$ cat src/rtl/fetch_stage.sv
// RV32I instruction-fetch stage: PC, retire-order counter and IF/ID register.
// Single outstanding imem request; freezes on stall, squashes in-flight fetch on EX redirect.

typedef struct packed {
  logic [31:0] pc_s;
  logic [31:0] pc_next_s;
  logic        valid_s;
  logic [63:0] order_s;
} if_id_stage_reg_t;

module fetch_stage #(
  parameter logic [31:0] RESET_PC = 32'h1eceb000
) (
  input  logic             clk,
  input  logic             rst,
  input  logic             stall,
  input  logic             redirect,
  input  logic [31:0]      redirect_pc,
  output logic [31:0]      imem_addr,
  output logic [3:0]       imem_rmask,
  input  logic [31:0]      imem_rdata,
  input  logic             imem_resp,
  output if_id_stage_reg_t if_id,
  output logic [31:0]      if_id_inst
);

  typedef enum logic [1:0] {FETCH, WAIT, HOLD} state_t;

  state_t           state_q, state_d;
  logic [31:0]      pc_q, pc_d;
  logic [63:0]      order_q, order_d;
  logic             squash_q, squash_d;
  logic [31:0]      buf_q, buf_d;
  if_id_stage_reg_t if_id_d;
  logic [31:0]      inst_d;

  logic [31:0] pc_inc;
  logic        take_redirect;
  logic        accept;

  assign pc_inc        = pc_q + 32'd4;
  assign take_redirect = redirect & ~stall;
  assign accept        = imem_resp & ~squash_q & ~stall & ~redirect;

  always_comb begin
    state_d    = state_q;
    pc_d       = pc_q;
    order_d    = order_q;
    squash_d   = squash_q;
    buf_d      = buf_q;
    if_id_d    = if_id;
    inst_d     = if_id_inst;
    imem_addr  = (state_q == WAIT && accept) ? pc_inc : pc_q;
    imem_rmask = ((state_q == FETCH || (state_q == WAIT && accept)) && !rst) ? 4'hF : 4'h0;

    case (state_q)
      FETCH: begin
        state_d = WAIT;
        // The request above is already on the bus, so a redirect must squash its reply.
        if (take_redirect) begin
          squash_d        = 1'b1;
          pc_d            = redirect_pc;
          if_id_d.valid_s = 1'b0;
        end else if (!stall) begin
          if_id_d.valid_s = 1'b0;
        end
      end

      WAIT: begin
        if (imem_resp) begin
          if (squash_q) begin
            squash_d = 1'b0;
            state_d  = FETCH;
            if (take_redirect) pc_d = redirect_pc;
            if (!stall) if_id_d.valid_s = 1'b0;
          end else if (take_redirect) begin
            pc_d            = redirect_pc;
            if_id_d.valid_s = 1'b0;
            state_d         = FETCH;
          end else if (stall) begin
            buf_d   = imem_rdata;
            state_d = HOLD;
          end else begin
            if_id_d.pc_s      = pc_q;
            if_id_d.pc_next_s = pc_inc;
            if_id_d.valid_s   = 1'b1;
            if_id_d.order_s   = order_q;
            inst_d            = imem_rdata;
            order_d           = order_q + 64'd1;
            pc_d              = pc_inc;
          end
        end else if (take_redirect) begin
          squash_d        = 1'b1;
          pc_d            = redirect_pc;
          if_id_d.valid_s = 1'b0;
        end else if (!stall) begin
          if_id_d.valid_s = 1'b0;
        end
      end

      HOLD: begin
        if (!stall) begin
          state_d = FETCH;
          if (redirect) begin
            pc_d            = redirect_pc;
            if_id_d.valid_s = 1'b0;
          end else begin
            if_id_d.pc_s      = pc_q;
            if_id_d.pc_next_s = pc_inc;
            if_id_d.valid_s   = 1'b1;
            if_id_d.order_s   = order_q;
            inst_d            = buf_q;
            order_d           = order_q + 64'd1;
            pc_d              = pc_inc;
          end
        end
      end

      default: state_d = FETCH;
    endcase
  end

  always_ff @(posedge clk or posedge rst) begin
    if (rst) begin
      state_q    <= FETCH;
      pc_q       <= RESET_PC;
      order_q    <= 64'd0;
      squash_q   <= 1'b0;
      buf_q      <= 32'd0;
      if_id      <= '0;
      if_id_inst <= 32'd0;
    end else begin
      state_q    <= state_d;
      pc_q       <= pc_d;
      order_q    <= order_d;
      squash_q   <= squash_d;
      buf_q      <= buf_d;
      if_id      <= if_id_d;
      if_id_inst <= inst_d;
    end
  end

endmodule

$ cat config.mk
export PLATFORM = sky130hd
export DESIGN_NAME = fetch_stage
export DESIGN_NICKNAME = d
export VERILOG_FILES = /design/src/rtl/fetch_stage.sv
export SDC_FILE = /design/constraint.sdc
export NUM_CORES = 1
export LEC_CHECK = 0
export BUFFER_PORTS_ARGS = -buffer_cell sky130_fd_sc_hd__buf_2
export CAP_MARGIN = 20
export CORE_MARGIN = 3
export CORE_UTILIZATION = 46
export CTS_CLUSTER_SIZE = 28
export DETAILED_ROUTE_END_ITERATION = 7
export HOLD_SLACK_MARGIN = 0.1
export PLACE_DENSITY = 0.69
export SETUP_SLACK_MARGIN = 0.15
export SYNTH_ARGS = -nofsm -noshare
export SYNTH_HDL_FRONTEND = slang
export SYNTH_SLANG_ARGS = --single-unit
$ cat constraint.sdc
create_clock -name clk -period 10 [get_ports clk]
set_input_delay 0.5 -clock clk [delete_from_list [all_inputs] [get_ports clk]]
set_output_delay 0.5 -clock clk [all_outputs]
set_load 0.01 [all_outputs]
==> impl_metrics.ini <==
[critical_path]
worstRegToRegCells = 7
r2r_start = state_q[1]
cp.required_ns = 9.50
arrival_ns = 3.50
critPathKind = register to output port
r2r_slack_ns = 6.74
cp-end-kind = output port
crit_fanout = 9
start_kind = register
rr_endpoint = order_q[62]

[sta]
min_period_ns = 4.00
max_freq_mhz = 250
whs_ns = 0.193
hold_violations = 0
finalCritPeriodShare = 0.400
worst_slew_pin_slew_ns = 1.06
rsz0062_at_grt = false
tns_ns = 0
final_max_slew_viol_count = 0
max_slew_margin = 0.288
setup_violations = 0
skew_ns = 0.0216

[synthesis]
postSynthAreaPerCell_sq_um = 9.59
synth_fa_ha_area_frac = 0.00560
yosysUniqueCellTypes = 59
synth_top_family_by_area = simple AND/OR/NAND/NOR gates
ys_warn_count = 0
yosysSeqAreaShare = 0.542
synth_edf_count = 0
yosys_most_used_dff = dfrtp_1
synthSimpleGateAreaFrac = 0.212
muxShareOfSynthArea = 0.0531
syn_area_sq_um = 13400
synth-xor-area-share = 0.0777
syn_inst = 1398
synth_nets = 1473
async_reset_ff_frac = 1.00
synth-seq-cells = 290
synth_compound_area_frac = 0.0718

[clock_network]
post_cts.repair.setup_buffers = 0
cts_buffers = 34
insertion_delay_ns = 0.50
post_cts_resized = 0
clk_pin_slew_worst_paths_ns = 0.06
clock_sinks = 290
cts_tree = built
root_buffer = clkbuf_16
h-tree-depth = 2
cts_buffer_depth = 3
cts_hold_buf = 0

[placement]
place_congestion = 0.866
io_buffers = 265
place_hpwl_mm = 23.6

[die]
die-area_sq_um = 31200
rows = 61
die_width_microns = 177
core-area_sq_um = 28200
start_util = 0.475
die-height_microns = 177
io_pins = 266

[route]
viasPerCell = 5.33
drc = 0
wl_mm = 34.6
drt_iter0_markers = 715
avgRoutedWirePerCell_microns = 17.2
final_antenna_net_count = 0
dr.pass1.iters = 5
vias = 10800

[grt]
grt_pass1_vias = 10600
grt_max_degree = 138
grt_usage = 0.222
antenna_found_initial = 4
grt-ovfl-total = 0
grt_pass1_wl_mm = 56.2

[hold_path]
hold_path.class = input pin to asynchronous set/reset pin

[power]
irDropWorstVdd_uv = 153
leakage_nw = 8.07
p_per_area_nw_per_um2 = 256

[layout]
fin_nets = 1690
drive_gt1_frac = 0.240
fillers = 2569
area_growth_syn_to_layout_pct = 19.9

[flow_run]
drv_cap = 0

[run_status]
status = finished, final reports clean
## worst max-delay path, stage by stage, from the launching register on
cell and delay [ns]:
dfstp_2 0.63, nand4_1 0.44, nor4_1 1.04, nand2_1 0.30, nor3_1 0.26, xnor2_1 0.17, buf_2 0.17
## where the power goes
group	total, W	switching, W	internal (W)
Sequential	0.00172	0.000240	0.00148
Clock	0.00123	0.000477	0.000751
Combinational	0.00117	0.000689	0.000479
## cells by family after synthesis
group,Yosys count
adder cells (fa/ha/maj),6
flip-flops,290
AND/OR/NAND/NOR,637
multiplexers,67
AO/OA/AOI/OAI,162
XOR/XNOR,119
buffers and inverters,117
## layer usage
layer / vias to the layer above / global-route usage / wire length (microns)
li1: 5099 / - / -
met1: 5215 / 0.310 / 15400
met5: - / 0 / 41
met2: 373 / 0.356 / 16200
met4: 6 / 0.0573 / 743
met3: 62 / 0.0446 / 2260
## cells in the mapped netlist (6+ instances only)
cell type  count  area (sq um)
nor4_1        15          93.8
nor3_1        33           165
and3_1         7          43.8
dfrtp_1      278          6960
nor2_1        60           225
clkbuf_1      69           259
ha_1           6          75.1
nand4_1       26           163
mux2_2        33           372
buf_4          9          67.6
inv_1         19          71.3
dfstp_2       12           315
o21ai_0      103           515
buf_1          6          22.5
and2_1         6          37.5
o311ai_0       7          61.3
xor2_1        49           429
xnor2_1       70           613
mux2i_1       34           340
a21oi_1        9          45.0
a22oi_1        7          52.6
or3_1          7          43.8
nand3_1       32           160
nand2b_1       7          43.8
and4_1        10          87.6
buf_2         13          65.1
nand2_1      407          1530
## per-stage QoR
| stage | total power [W] | instances | setup slack (ns) | cell area, sq um | util |
|---|---|---|---|---|---|
| 6_report | 0.00412 | 2017 | 6.00 | 16100 | 0.569 |
| 5_1_grt | 0.00437 | 2017 | 5.83 | 16100 | 0.569 |
| 4_1_cts | 0.00416 | 2013 | 6.06 | 16000 | 0.567 |
| 3_5_place_dp | 0.00291 | 1954 | 6.31 | 14900 | 0.528 |
| 3_3_place_gp | 0.00288 | 1954 | 6.48 | 14900 | 0.528 |
| 2_1_floorplan | 0.00244 | 1398 | 1.51 | 13400 | - |
## state kept, by name (all words and copies together) (netlist names)
name / cells
if_id_inst: 32
buf_q: 32
pc_q: 32
order_q: 64
if_id: 127
squash_q: 1
state_q: 2
## worst max path at each step
| stage | slack (ns) | cells after the start | endpoint | start |
|---|---|---|---|---|
| 3_5_place_dp | 6.31 | 7 | if_id_inst[27] | state_q[1] |
| 4_1_cts | 6.06 | 6 | imem_addr[24] | pc_q[15] |
| 5_1_grt | 5.83 | 6 | imem_addr[24] | pc_q[15] |
| 2_1_floorplan | 1.51 | 1 | buf_q[0] | rst |
| 6_report | 6.00 | 6 | imem_addr[24] | pc_q[18] |
| 3_3_place_gp | 6.48 | 7 | if_id_inst[24] | state_q[1] |
## area by class of cell
| class | instances | area [sq um] | area share |
|---|---|---|---|
| Multi-Input combinational cell | 991 | 5670 | 0.353 |
| Sequential cell | 290 | 7270 | 0.452 |
| Timing Repair Buffer | 279 | 1460 | 0.0911 |
| Clock inverter | 12 | 150 | 0.00934 |
| Tap cell | 378 | 473 | 0.0294 |
| Antenna cell | 1 | 2.50 | 0.000156 |
| Clock buffer | 47 | 961 | 0.0598 |
| Inverter | 19 | 78.8 | 0.00490 |
## cell usage in the layout, fill, tap and decap left out, types with 8 or more instances in the layout
master	netlist	routed
nand2_1	407	407
dfrtp_1	278	278
buf_2	13	265
o21ai_0	103	102
xnor2_1	70	70
nor2_1	60	60
xor2_1	49	49
clkbuf_16	0	35
mux2i_1	34	34
mux2_2	33	33
nor3_1	33	32
nand3_1	32	32
nand4_1	26	26
inv_1	19	18
nor4_1	15	15
dfstp_2	12	12
buf_4	9	11
and4_1	10	10
a21oi_1	9	9
clkbuf_1	69	8
(Power assumes the default switching activity.)
